<file path="src/rtl/spi_pkg.sv">
// Shared types and default timing for the SPI mode-0 byte master.
package spi_pkg;

   typedef enum logic [2:0] {
      IDLE,
      SETUP,
      BIT_LO,
      BIT_HI,
      GAP,
      HOLD
   } state_t;

   // {CPOL, CPHA}
   localparam logic [1:0] SPI_MODE0 = 2'b00;

   localparam int CLK_DIV_DEF  = 5;
   localparam int CS_SETUP_DEF = 5;
   localparam int CS_HOLD_DEF  = 5;
   localparam int GAP_MIN_DEF  = 10;

   function automatic int max_of(input int a, input int b);
      return (a > b) ? a : b;
   endfunction

endpackage

</file>
<file path="src/rtl/spi_sck_gen.sv">
// Phase timer for the SPI master: counts clk cycles in the current phase and
// flags the last cycle of the phase and the first cycle of the SCK-high phase.
module spi_sck_gen #(
   parameter int CNT_W = 4
) (
   input  logic             clk,
   input  logic             rst,
   input  logic             clear,
   input  logic             hi_phase,
   input  logic [CNT_W-1:0] term,
   output logic             phase_end,
   output logic             rise
);

   localparam logic [CNT_W-1:0] ONE = CNT_W'(1);

   logic [CNT_W-1:0] cnt_reg;

   always_ff @(posedge clk or posedge rst) begin
      if (rst) begin
         cnt_reg <= '0;
      end else if (clear || phase_end) begin
         cnt_reg <= '0;
      end else begin
         cnt_reg <= cnt_reg + ONE;
      end
   end

   assign phase_end = (cnt_reg == term);
   assign rise      = hi_phase && (cnt_reg == '0);

endmodule

</file>
<file path="src/rtl/spi_master_byte.sv">
// SPI mode-0 byte master with a valid/ready command port and framed chip select.
// Define SPI_MASTER_LOOPBACK_EN to feed the MISO sampler from internal MOSI.
module spi_master_byte
   import spi_pkg::*;
#(
   parameter int CLK_DIV  = CLK_DIV_DEF,
   parameter int CS_SETUP = CS_SETUP_DEF,
   parameter int CS_HOLD  = CS_HOLD_DEF,
   parameter int GAP_MIN  = GAP_MIN_DEF
) (
   input  logic       clk,
   input  logic       rst,
   input  logic       tx_valid,
   output logic       tx_ready,
   input  logic [7:0] tx_data,
   input  logic       tx_last,
   output logic       rx_valid,
   output logic [7:0] rx_data,
   output logic       frame_done,
   output logic       busy,
   output logic       spi_cs,
   output logic       spi_sck,
   output logic       spi_mosi,
   input  logic       spi_miso
);

   localparam int MAX_T = max_of(max_of(CLK_DIV, CS_SETUP), max_of(CS_HOLD, GAP_MIN));
   localparam int CNT_W = $clog2(MAX_T);

   localparam logic [CNT_W-1:0] T_DIV   = CNT_W'(CLK_DIV - 1);
   localparam logic [CNT_W-1:0] T_SETUP = CNT_W'(CS_SETUP - 1);
   localparam logic [CNT_W-1:0] T_HOLD  = CNT_W'(CS_HOLD - 1);
   localparam logic [CNT_W-1:0] T_GAP   = CNT_W'(GAP_MIN - 1);

   state_t     state_reg, state_next;
   logic [7:0] tx_sh_reg, tx_sh_next;
   logic [7:0] rx_sh_reg, rx_sh_next;
   logic [7:0] rx_data_reg, rx_data_next;
   logic [2:0] bit_reg, bit_next;
   logic       last_reg, last_next;
   logic       gap_done_reg, gap_done_next;
   logic       rx_valid_reg, rx_valid_next;
   logic       frame_done_reg, frame_done_next;
   logic       ready_en_reg;

   logic [CNT_W-1:0] term;
   logic             phase_end;
   logic             sck_rise;
   logic             accept;
   logic             miso_bit;

`ifdef SPI_MASTER_LOOPBACK_EN
   logic unused_miso;
   assign unused_miso = spi_miso;
   assign miso_bit    = spi_mosi;
`else
   assign miso_bit = spi_miso;
`endif

   always_comb begin
      term = '0;
      case (state_reg)
         SETUP:          term = T_SETUP;
         BIT_LO, BIT_HI: term = T_DIV;
         GAP:            term = T_GAP;
         HOLD:           term = T_HOLD;
         default:        term = '0;
      endcase
   end

   spi_sck_gen #(
      .CNT_W(CNT_W)
   ) u_sck_gen (
      .clk      (clk),
      .rst      (rst),
      .clear    (state_next != state_reg),
      .hi_phase (state_reg == BIT_HI),
      .term     (term),
      .phase_end(phase_end),
      .rise     (sck_rise)
   );

   // ready_en keeps tx_ready low while rst is held and for the first cycle after.
   assign tx_ready   = ready_en_reg &&
                       ((state_reg == IDLE) || ((state_reg == GAP) && gap_done_reg));
   assign accept     = tx_valid && tx_ready;
   assign spi_cs     = (state_reg == IDLE);
   assign busy       = !spi_cs;
   assign spi_sck    = (state_reg == BIT_HI) ^ SPI_MODE0[1];
   assign spi_mosi   = (state_reg == IDLE) ? 1'b0 : tx_sh_reg[7];
   assign rx_valid   = rx_valid_reg;
   assign rx_data    = rx_data_reg;
   assign frame_done = frame_done_reg;

   always_comb begin
      state_next      = state_reg;
      tx_sh_next      = tx_sh_reg;
      rx_sh_next      = rx_sh_reg;
      rx_data_next    = rx_data_reg;
      bit_next        = bit_reg;
      last_next       = last_reg;
      gap_done_next   = gap_done_reg;
      rx_valid_next   = 1'b0;
      frame_done_next = 1'b0;
      case (state_reg)
         IDLE: begin
            if (accept) begin
               tx_sh_next = tx_data;
               last_next  = tx_last;
               state_next = SETUP;
            end
         end
         SETUP: begin
            if (phase_end) begin
               bit_next   = 3'd7;
               state_next = BIT_LO;
            end
         end
         BIT_LO: begin
            if (phase_end) state_next = BIT_HI;
         end
         BIT_HI: begin
            if (sck_rise) rx_sh_next = {rx_sh_reg[6:0], miso_bit};
            if (phase_end) begin
               if (bit_reg == 3'd0) begin
                  rx_valid_next = 1'b1;
                  rx_data_next  = rx_sh_reg;
                  gap_done_next = 1'b0;
                  state_next    = last_reg ? HOLD : GAP;
               end else begin
                  bit_next   = bit_reg - 3'd1;
                  tx_sh_next = {tx_sh_reg[6:0], 1'b0};
                  state_next = BIT_LO;
               end
            end
         end
         GAP: begin
            // The timer keeps wrapping while waiting; gap_done latches the first expiry.
            if (phase_end) gap_done_next = 1'b1;
            if (accept) begin
               tx_sh_next = tx_data;
               last_next  = tx_last;
               bit_next   = 3'd7;
               state_next = BIT_LO;
            end
         end
         HOLD: begin
            if (phase_end) begin
               frame_done_next = 1'b1;
               state_next      = IDLE;
            end
         end
         default: state_next = IDLE;
      endcase
   end

   always_ff @(posedge clk or posedge rst) begin
      if (rst) begin
         state_reg <= IDLE;
      end else begin
         state_reg <= state_next;
      end
   end

   always_ff @(posedge clk or posedge rst) begin
      if (rst) begin
         tx_sh_reg      <= '0;
         rx_sh_reg      <= '0;
         rx_data_reg    <= '0;
         bit_reg        <= '0;
         last_reg       <= 1'b0;
         gap_done_reg   <= 1'b0;
         rx_valid_reg   <= 1'b0;
         frame_done_reg <= 1'b0;
         ready_en_reg   <= 1'b0;
      end else begin
         tx_sh_reg      <= tx_sh_next;
         rx_sh_reg      <= rx_sh_next;
         rx_data_reg    <= rx_data_next;
         bit_reg        <= bit_next;
         last_reg       <= last_next;
         gap_done_reg   <= gap_done_next;
         rx_valid_reg   <= rx_valid_next;
         frame_done_reg <= frame_done_next;
         ready_en_reg   <= 1'b1;
      end
   end

endmodule

</file>
<file path="config.mk">
export PLATFORM = sky130hd
export DESIGN_NAME = spi_master_byte
export DESIGN_NICKNAME = d
export VERILOG_FILES = /design/src/rtl/spi_pkg.sv /design/src/rtl/spi_sck_gen.sv /design/src/rtl/spi_master_byte.sv
export SDC_FILE = /design/constraint.sdc
export NUM_CORES = 1
export LEC_CHECK = 0
export ABC_AREA = 1
export CORE_MARGIN = 3
export CORE_UTILIZATION = 55
export CTS_BUF_LIST = sky130_fd_sc_hd__clkbuf_8
export DETAILED_ROUTE_END_ITERATION = 6
export PLACE_DENSITY = 0.85
export SLEW_MARGIN = 20
export SYNTH_ARGS = -nofsm -noshare
export SYNTH_HDL_FRONTEND = slang
export SYNTH_HIERARCHICAL = 1
export SYNTH_SLANG_ARGS = --single-unit
</file>
<file path="constraint.sdc">
create_clock -name clk -period 3 [get_ports clk]
set_input_delay 0.6 -clock clk [delete_from_list [all_inputs] [get_ports clk]]
set_output_delay 0.6 -clock clk [all_outputs]
set_load 0.01 [all_outputs]
</file>
==> impl_metrics.toml, run 1 <==
[status]
status = "complete, no violations"

[power_and_ir_drop]
p_sw_frac = 0.419
sequentialPowerShare = 0.379
ir_drop_mv = 0.462
leakage_nw = 1.19
pwr-share-clk = 0.161
p_sw_mw = 0.855
intPower_mw = 1.19
power_density_mw_per_mm2 = 840
combPwrFrac = 0.460

[global_routing]
grt_pass1_vias = 1508
antenna_found_initial = 0
gr-total-overflow = 0
grt_max_degree = 36
grt_usage = 0.199
grt_first_pass_wirelength_um = 6570

[die]
die_w_um = 67.0
io-pin-count = 28
die-area_sq_mm = 0.00449
core_area_sq_mm = 0.00347
initial_utilization = 0.590
fp.dieH_um = 67.0
rows = 21

[critical_path]
cp_cell_sequence = "inv_1, o21ai_0, inv_1, nand2_1, nand2_1, nor2_2, nand2_2, inv_1, inv_2, nor2_1, nand2_2, inv_2, nand2_1, nand3_1, nand2_1, nand3_1, inv_2, nand2_2, nor2_1"
path_class = "reg -> reg"
reg2reg_from = "state_reg[0]$_DFF_PP0_"
critPathSlowestCell = "dfrtp_1"
critPathCaptureType = "flop"
startpoint_type = "flop"
worstPathRequired_ns = 3.18
cp_max_fo = 18
crit_top_cell = "nand2_1"
worstPathArrival_ns = 2.80
worst_path_largest_cell_delay_ns = 0.60
crit_path_start = "state_reg[0]$_DFF_PP0_"

[timing]
drv_slew = 0
fmax_mhz = 382
finalSetupTns_ns = 0
hold_viol_final = 0
rsz0062_at_grt = "no"
final-setup-viol-count = 0
clock_skew_ns = 0.00448
fin_crit_sh = 0.874
finalCriticalPeriod_ns = 2.62

[logic_synthesis]
synth.area.mux_share = 0
ys_seq_area_frac = 0.477
synth-compound-area-share = 0.115
ys_ff_latch = 39
yosys.area_share.simple = 0.249
synth_xor_area_frac = 0.0128
synth_area_sq_mm = 0.00205
synthAdderAreaFrac = 0.0244
synth_cell_types = 29
syn_avg_cell_area_sq_um = 8.03
synth_top_family_by_area = "simple AND/OR/NAND/NOR gates"
yosys_warnings = 6
netlist_instances = 255

[placed_design]
place_inst = 323
hpwlAfterDp_um = 2780
numPortBuffers = 27
routabilityCongestion = 0.965

[route]
num_vias = 1597
via_per_inst = 4.80
wirelength_um = 3850
wl_per_cell_um = 11.6
drcViolationCount = 0
ant_nets = 0
drtIter0Drc = 93
dr.pass1.iters = 4

[cells_and_area]
area_growth_pct = 18.7
drive_gt1_frac = 0.118
antenna_cells = 0
instances_no_fill = 333
nNetsFinal = 303

[run]
max_cap_violations = 0

[cts]
cts.sinks = 39
clock_tree.root_cell = "clkbuf_8"
ctsHoldBuffers = 0
clock_latency_ns = 0.29
cts.repair.resized = 0
cts_tree = "yes"
cts_made_buffers = 5
clk_path_buf_depth = 2
postCtsSetupRepairBufs = 0
htreeDepth = 2
clk_pin_slew_ns = 0.07

[min_path]
min-delay-start = "rx_data[5]$_DFFE_PP0P_"
hold_class = "reg -> reg"
## worst max-delay path: cells and delay by family (launching register included)
family / cells / cell delay, ns
compound gates: 1 / 0.23
buf+inv: 6 / 0.64
simple gates: 12 / 1.03
flops: 1 / 0.60
## power groups by stage
stage / clock network [mW] / registers (mW) / logic, mW
6_report: 0.329 / 0.774 / 0.939
4_1_cts: 0.339 / 0.772 / 0.918
3_5_place_dp: 0 / 0.780 / 0.906
3_3_place_gp: 0 / 0.776 / 0.878
2_1_floorplan: 0 / 0.726 / 0.770
5_1_grt: 0.357 / 0.790 / 1.07
## cells in the mapped netlist
master / count / area [sq um]
nand2_1: 65 / 244
inv_1: 42 / 158
dfrtp_1: 39 / 976
o21ai_0: 27 / 135
nor2_1: 19 / 71.3
nand3_1: 11 / 55.1
inv_2: 7 / 26.3
ha_1: 4 / 50.1
nor2_2: 4 / 25.0
o21ai_1: 4 / 20.0
o21ai_2: 4 / 35.0
a21oi_1: 3 / 15.0
buf_2: 3 / 15.0
buf_6: 3 / 33.8
nand2_2: 3 / 18.8
conb_1: 2 / 7.51
nor2_8: 2 / 40.0
xor2_1: 2 / 17.5
a21oi_4: 1 / 16.3
clkbuf_1: 1 / 3.75
inv_4: 1 / 6.26
nand2_4: 1 / 11.3
nand3_2: 1 / 10.0
nand3b_1: 1 / 7.51
nand4_4: 1 / 21.3
nor3_1: 1 / 5.00
o211ai_1: 1 / 7.51
o22ai_1: 1 / 6.26
xnor2_1: 1 / 8.76
## layout by cell type, fill, tap and decap left out
master	count
nand2_1	65
inv_1	44
dfrtp_1	39
o21ai_0	27
clkdlybuf4s50_1	27
nor2_1	19
nand3_1	11
inv_2	7
clkbuf_8	5
o21ai_2	4
o21ai_1	4
nor2_2	4
ha_1	4
nand2_2	3
a21oi_1	3
buf_4	3
conb_1	3
nor2_8	2
xor2_1	2
nand4_4	1
nand2_4	1
inv_4	1
a21oi_4	1
nand3_2	1
o22ai_1	1
o211ai_1	1
nand3b_1	1
clkinv_2	1
xnor2_1	1
nor3_1	1
## area by class of cell
class	count	area, sq um
clock buffers	5	68.8
well taps	46	57.6
flip-flops and latches	39	976
repair buffers	30	293
inverters	50	190
multi-input cells	160	832
clock inverters	3	12.5
fillers	287	1040
## stage by stage
stage	worst slack (ns)	hold slack, ns	util	cell area, sq um	power [mW]
3_3_place_gp	0.441	0.465	0.673	2330	1.65
5_1_grt	0.00161	0.517	0.701	2430	2.22
4_1_cts	0.260	0.491	0.696	2410	2.03
2_1_floorplan	0.818	0.366	-	2050	1.50
6_report	0.379	0.486	0.701	2430	2.04
3_5_place_dp	0.286	0.473	0.673	2330	1.69
## metal layers
layer  part of all wire  global-route usage  vias up
li1                   -                   -      834
met1               0.45               0.249      722
met2               0.49               0.329       37
met3              0.044              0.0540        4
met4              0.011              0.0684        0
met5                  0                   0        -
## kinds of logic after synthesis
family,count (synthesis)
and+or+nand+nor,109
buffers and inverters,57
AOI/OAI and AO/OA,41
DFF,39
adders and majority gates,4
xor gates and xnor gates,3
other,2
## worst paths after layout
check / end / cells after the start / slack, ns
max: u_sck_gen/cnt_reg[0]$_DFF_PP0_ / 19 / 0.38
min: rx_data[5]$_DFFE_PP0P_ / 2 / 0.49
max reg2reg: u_sck_gen/cnt_reg[0]$_DFF_PP0_ / 19 / 0.38
min reg2reg: rx_data[5]$_DFFE_PP0P_ / 2 / 0.49
max in group asynchronous: tx_sh_reg[1]$_DFFE_PP0P_ / 3 / 1.95
min in group asynchronous: u_sck_gen/cnt_reg[2]$_DFF_PP0_ / 2 / 0.53
No activity file was read; power rests on OpenSTA's default activity.
==> inputs of run 2 (changes only) <==
--- a/config.mk
+++ b/config.mk
@@ -11,6 +11,7 @@
 export CTS_BUF_LIST = sky130_fd_sc_hd__clkbuf_8
 export DETAILED_ROUTE_END_ITERATION = 6
 export PLACE_DENSITY = 0.85
+export RECOVER_POWER = 50
 export SLEW_MARGIN = 20
 export SYNTH_ARGS = -nofsm -noshare
 export SYNTH_HDL_FRONTEND = slang
==> run 2 against run 1 <==
The flow now finishes with violations (max-capacitance violations, max-slew violations). First-iteration DRC count is 1.1% higher. Critical path type unchanged. Critical endpoint unchanged. Global-route usage is the same. Die area is the same. Highest routed layer unchanged.
==> impl_metrics.toml, run 2 (synthesis results as in run 1) <==
[timing]
finalCriticalPeriod_ns = 2.62
clock_skew_ns = 0.00448
rsz0062_at_grt = "no"
fin_crit_sh = 0.874
finalSetupTns_ns = 0
final-setup-viol-count = 0
tightest_slew_ns = 1.77
hold_viol_final = 0
slew_headroom = -0.181
drv_slew = 36
fmax_mhz = 382

[placed_design]
placed_cell_area_sq_mm = 0.00233
routabilityCongestion = 0.965
hpwlAfterDp_um = 2780
numPortBuffers = 27

[power_and_ir_drop]
leakage_nw = 1.21
power_density_mw_per_mm2 = 841
ir_drop_mv = 0.462

[global_routing]
gr-total-overflow = 0
grt_pass1_vias = 1508
grt_first_pass_wirelength_um = 6570
grt_max_degree = 36
antenna_found_initial = 0
grt_usage = 0.199

[cts]
clock_tree.root_cell = "clkbuf_8"
clock_latency_ns = 0.29
ctsHoldBuffers = 0
htreeDepth = 2
cts.repair.resized = 0
cts.sinks = 39
clk_pin_slew_ns = 0.07
postCtsSetupRepairBufs = 0
cts_made_buffers = 5
clk_path_buf_depth = 2
cts_tree = "yes"

[route]
dr.pass1.iters = 4
ant_nets = 0
wirelength_um = 3850
via_per_inst = 4.80
drtIter0Drc = 94
wl_per_cell_um = 11.5
drcViolationCount = 0
num_vias = 1599

[critical_path]
worstPathRequired_ns = 3.18
worst-path-buf-inv = 6
startpoint_type = "flop"
critPathSlowestCell = "dfrtp_1"
worstPathArrival_ns = 2.80
worst_path_largest_cell_delay_ns = 0.60
cp_max_fo = 18
cp_top_family = "simple AND/OR/NAND/NOR gates"
cp_cell_sequence = "inv_1, o21ai_0, inv_1, nand2_1, nand2_1, nor2_2, nand2_2, inv_1, inv_2, nor2_1, nand2_2, inv_2, nand2_1, nand3_1, nand2_1, nand3_1, inv_2, nand2_2, nor2_1"
crit_top_cell = "nand2_1"
path_class = "reg -> reg"
critPathCaptureType = "flop"

[cells_and_area]
area_growth_pct = 18.5
drive_gt1_frac = 0.115
nNetsFinal = 303
final_cell_area_sq_mm = 0.00243
antenna_cells = 0
layout_commonest_cell = "nand2_1"
layout_common_cells = "65 x nand2_1, 44 x inv_1, 39 x dfrtp_1, 27 x o21ai_0, 21 x clkdlybuf4s50_1"

[min_path]
hold_class = "reg -> reg"

[status]
violations = "max-capacitance violations, max-slew violations"
status = "complete, but fails checks"

[die]
die-area_sq_mm = 0.00449
fp.dieH_um = 67.0
core_area_sq_mm = 0.00347
initial_utilization = 0.590
die_w_um = 67.0
rows = 21
io-pin-count = 28

[run]
max_cap_violations = 1
## run 2: cell count changes in the layout (fill, tap and decap cells not counted)
cell             change
buf_4                -1
clkbuf_1             +1
clkdlybuf4s50_1      -6
dlygate4sd3_1        +6
## run 2: where the power goes
group / total [mW] / switching (mW) / internal (mW)
registers: 0.774 / 0.111 / 0.663
clock network: 0.329 / 0.173 / 0.156
logic: 0.938 / 0.571 / 0.367
## run 2: area by class of cell
type                            instances  area (sq um)
Inverter                               50           190
Timing Repair Buffer                   30           289
Fill cell                             288          1040
Multi-Input combinational cell        160           832
Sequential cell                        39           976
Clock inverter                          3          12.5
Tap cell                               46          57.6
Clock buffer                            5          68.8
## run 2: path summary, 6_finish.rpt
path                                        start                              to  slack, ns  cells after the start
setup / recovery           state_reg[0]$_DFF_PP0_  u_sck_gen/cnt_reg[0]$_DFF_PP0_       0.38                     19
hold / removal             rx_data[5]$_DFFE_PP0P_          rx_data[5]$_DFFE_PP0P_       0.48                      2
setup reg to reg           state_reg[0]$_DFF_PP0_  u_sck_gen/cnt_reg[0]$_DFF_PP0_       0.38                     19
hold reg to reg            rx_data[5]$_DFFE_PP0P_          rx_data[5]$_DFFE_PP0P_       0.48                      2
max in group asynchronous                     rst        tx_sh_reg[1]$_DFFE_PP0P_       0.57                      3
min in group asynchronous                     rst  u_sck_gen/cnt_reg[2]$_DFF_PP0_       0.66                      2
## run 2: metal layers
| layer | wire, um | vias to the layer above | part of all wire | global-route usage |
|---|---|---|---|---|
| li1 | - | 835 | - | - |
| met1 | 1740 | 723 | 0.45 | 0.249 |
| met2 | 1890 | 37 | 0.49 | 0.329 |
| met3 | 170 | 4 | 0.044 | 0.0540 |
| met5 | 0 | - | 0 | 0 |
| met4 | 41 | 0 | 0.011 | 0.0684 |
## run 2: per-stage QoR
| stage | worst slack [ns] | hold WS [ns] | cells | power, mW | utilization |
|---|---|---|---|---|---|
| final | 0.379 | 0.481 | 333 | 2.04 | 0.699 |
| after global routing | 0.00161 | 0.512 | 333 | 2.22 | 0.699 |
| after CTS | 0.260 | 0.491 | 331 | 2.03 | 0.696 |
| after detailed placement | 0.286 | 0.473 | 323 | 1.69 | 0.673 |
| after global placement | 0.441 | 0.465 | 323 | 1.65 | 0.673 |
| after floorplan | 0.818 | 0.366 | 256 | 1.50 | - |
## run 2: worst register-to-register path, stage by stage, from the launching register on
cell,delay (ns)
dfrtp_1,0.60
inv_1,0.16
o21ai_0,0.23
inv_1,0.06
nand2_1,0.06
nand2_1,0.06
nor2_2,0.12
nand2_2,0.07
inv_1,0.15
inv_2,0.09
nor2_1,0.13
nand2_2,0.20
inv_2,0.14
nand2_1,0.05
nand3_1,0.10
nand2_1,0.06
nand3_1,0.07
inv_2,0.04
nand2_2,0.08
nor2_1,0.04
==> inputs of run 3 (changes only) <==
--- a/config.mk
+++ b/config.mk
@@ -6,11 +6,10 @@
 export NUM_CORES = 1
 export LEC_CHECK = 0
 export ABC_AREA = 1
-export CORE_MARGIN = 3
-export CORE_UTILIZATION = 55
+export CORE_UTILIZATION = 25
 export CTS_BUF_LIST = sky130_fd_sc_hd__clkbuf_8
 export DETAILED_ROUTE_END_ITERATION = 6
-export PLACE_DENSITY = 0.85
+export PLACE_DENSITY = 0.48
 export RECOVER_POWER = 50
 export SLEW_MARGIN = 20
 export SYNTH_ARGS = -nofsm -noshare
==> run 3 against run 2 <==
The run now ends clean. Register-to-register slack better by 0.07 ns. Via count up 0.69%. Power up 6.1%. Flip-flop and latch count unchanged. Global-route usage down 8.8 points. Highest routed layer unchanged.
==> impl_metrics.toml, run 3 (synthesis results as in run 1) <==
[critical_path]
reg2reg_from = "state_reg[0]$_DFF_PP0_"
startpoint_type = "flop"
worstReg2RegEnd = "u_sck_gen/cnt_reg[2]$_DFF_PP0_"
worstPathArrival_ns = 2.01
worstPathRequired_ns = 2.40
r2r_setup_slack_ns = 0.45
cp_max_fo = 17
critPathCaptureType = "primary output"
crit_path_start = "state_reg[0]$_DFF_PP0_"
path_class = "reg -> out"
worst_r2r_path_depth = 19

[route]
wirelength_um = 4160
drcViolationCount = 0
drtIter0Drc = 63
dr.pass1.iters = 4
wl_per_cell_um = 10.6
via_per_inst = 4.12
num_vias = 1610
ant_nets = 0

[placed_design]
place_inst = 383
hpwlAfterDp_um = 3010
placed_cell_area_sq_mm = 0.00243
numPortBuffers = 27
routabilityCongestion = 0.819
place_ws_ns = 0.471

[cts]
clk_pin_slew_ns = 0.08
clock_latency_ns = 0.30
cts_made_buffers = 5
clk_path_buf_depth = 2
cts.sinks = 39
ctsHoldBuffers = 0
cts_tree = "yes"
clock_tree.root_cell = "clkbuf_8"
cts.repair.resized = 0
htreeDepth = 2
postCtsSetupRepairBufs = 0

[timing]
hold_viol_final = 0
fmax_mhz = 383
slew_headroom = 0.284
final-setup-viol-count = 0
finalSetupTns_ns = 0
clock_skew_ns = 0.00351
drv_slew = 0
fin_crit_sh = 0.871
rsz0062_at_grt = "no"
finalCriticalPeriod_ns = 2.61
tightest_slew_ns = 1.07
worst_slack_ns = 0.387

[cells_and_area]
layout_common_cells = "65 x nand2_1, 42 x inv_1, 39 x dfrtp_1, 27 x o21ai_0, 20 x clkdlybuf4s50_1"
fillers = 833
area_growth_pct = 24.3
nNetsFinal = 305
layout_commonest_cell = "nand2_1"
final_cell_area_sq_mm = 0.00254
antenna_cells = 0
drive_gt1_frac = 0.125
instances_no_fill = 391

[global_routing]
use_met3 = 0.0312
grt_usage = 0.110
antenna_found_initial = 0
grt_max_degree = 19
grt_first_pass_wirelength_um = 7340
busiest_layer = "met2"
grt_pass1_vias = 1568
grt_util_met2 = 0.176
gr-total-overflow = 0
grtUsageMet1 = 0.142

[power_and_ir_drop]
power_density_mw_per_mm2 = 851
leakage_nw = 1.23
power_mw = 2.16
ir_drop_mv = 0.241

[die]
fp.dieH_um = 92.5
io-pin-count = 28
rows = 32
core_area_sq_mm = 0.00781
die_w_um = 92.5
die-area_sq_mm = 0.00855
initial_utilization = 0.262

[min_path]
min-delay-start = "rx_data[4]$_DFFE_PP0P_"
hold_path_depth = 2
hold_class = "reg -> reg"
hold_path_end = "rx_data[4]$_DFFE_PP0P_"

[run]
max_cap_violations = 0

[status]
status = "complete, no violations"
run 3: cell types whose count changed in the layout (fill, tap and decap cells not counted), sizes merged:
cell           previous run  this run
buf                       2         3
bufinv                    0         1
clkbuf                    6         8
clkdlybuf4s50            21        20
dlygate4sd3               6         7
inv                      52        50
run 3: critical path, cell delays in order, from the launching register on:
cell             delay (ns)
dfrtp_1                0.53
nor2_8                 0.16
buf_4                  0.22
nand2_1                0.08
nor2_2                 0.14
clkdlybuf4s50_1        0.57
run 3: how the worst max path moves through the flow:
stage                                     endpoint  slack [ns]  cells past startpoint
floorplan           u_sck_gen/cnt_reg[0]$_DFF_PP0_        0.82                     21
global placement    u_sck_gen/cnt_reg[0]$_DFF_PP0_        0.54                     20
detailed placement  u_sck_gen/cnt_reg[2]$_DFF_PP0_        0.47                     19
CTS                                       tx_ready        0.37                      5
global route        u_sck_gen/cnt_reg[2]$_DFF_PP0_        0.08                     19
finish                                    tx_ready        0.39                      5
run 3: final cells by class:
class	count	area, sq um	area share
clock buffers	6	82.6	0.0325
clock inverters	2	35.0	0.0138
inverters	50	190	0.0748
multi-input cells	160	832	0.327
flip-flops and latches	39	976	0.384
well taps	102	128	0.0502
repair buffers	32	300	0.118
run 3: routing by layer:
metal | vias to the layer above | share of wire
li1 | 837 | -
met1 | 735 | 0.48
met2 | 33 | 0.46
met3 | 5 | 0.041
met4 | 0 | 0.018
met5 | - | 0
run 3: stage by stage:
stage | hold slack [ns] | utilization
after floorplan | 0.366 | -
after global placement | 0.465 | 0.312
after detailed placement | 0.473 | 0.312
after CTS | 0.493 | 0.327
after global routing | 0.511 | 0.326
final | 0.485 | 0.326
run 3: report_power, final:
part,internal (mW),switching (mW)
clock,0.269,0.197
combinational,0.361,0.572
sequential,0.662,0.104
total,1.29,0.872
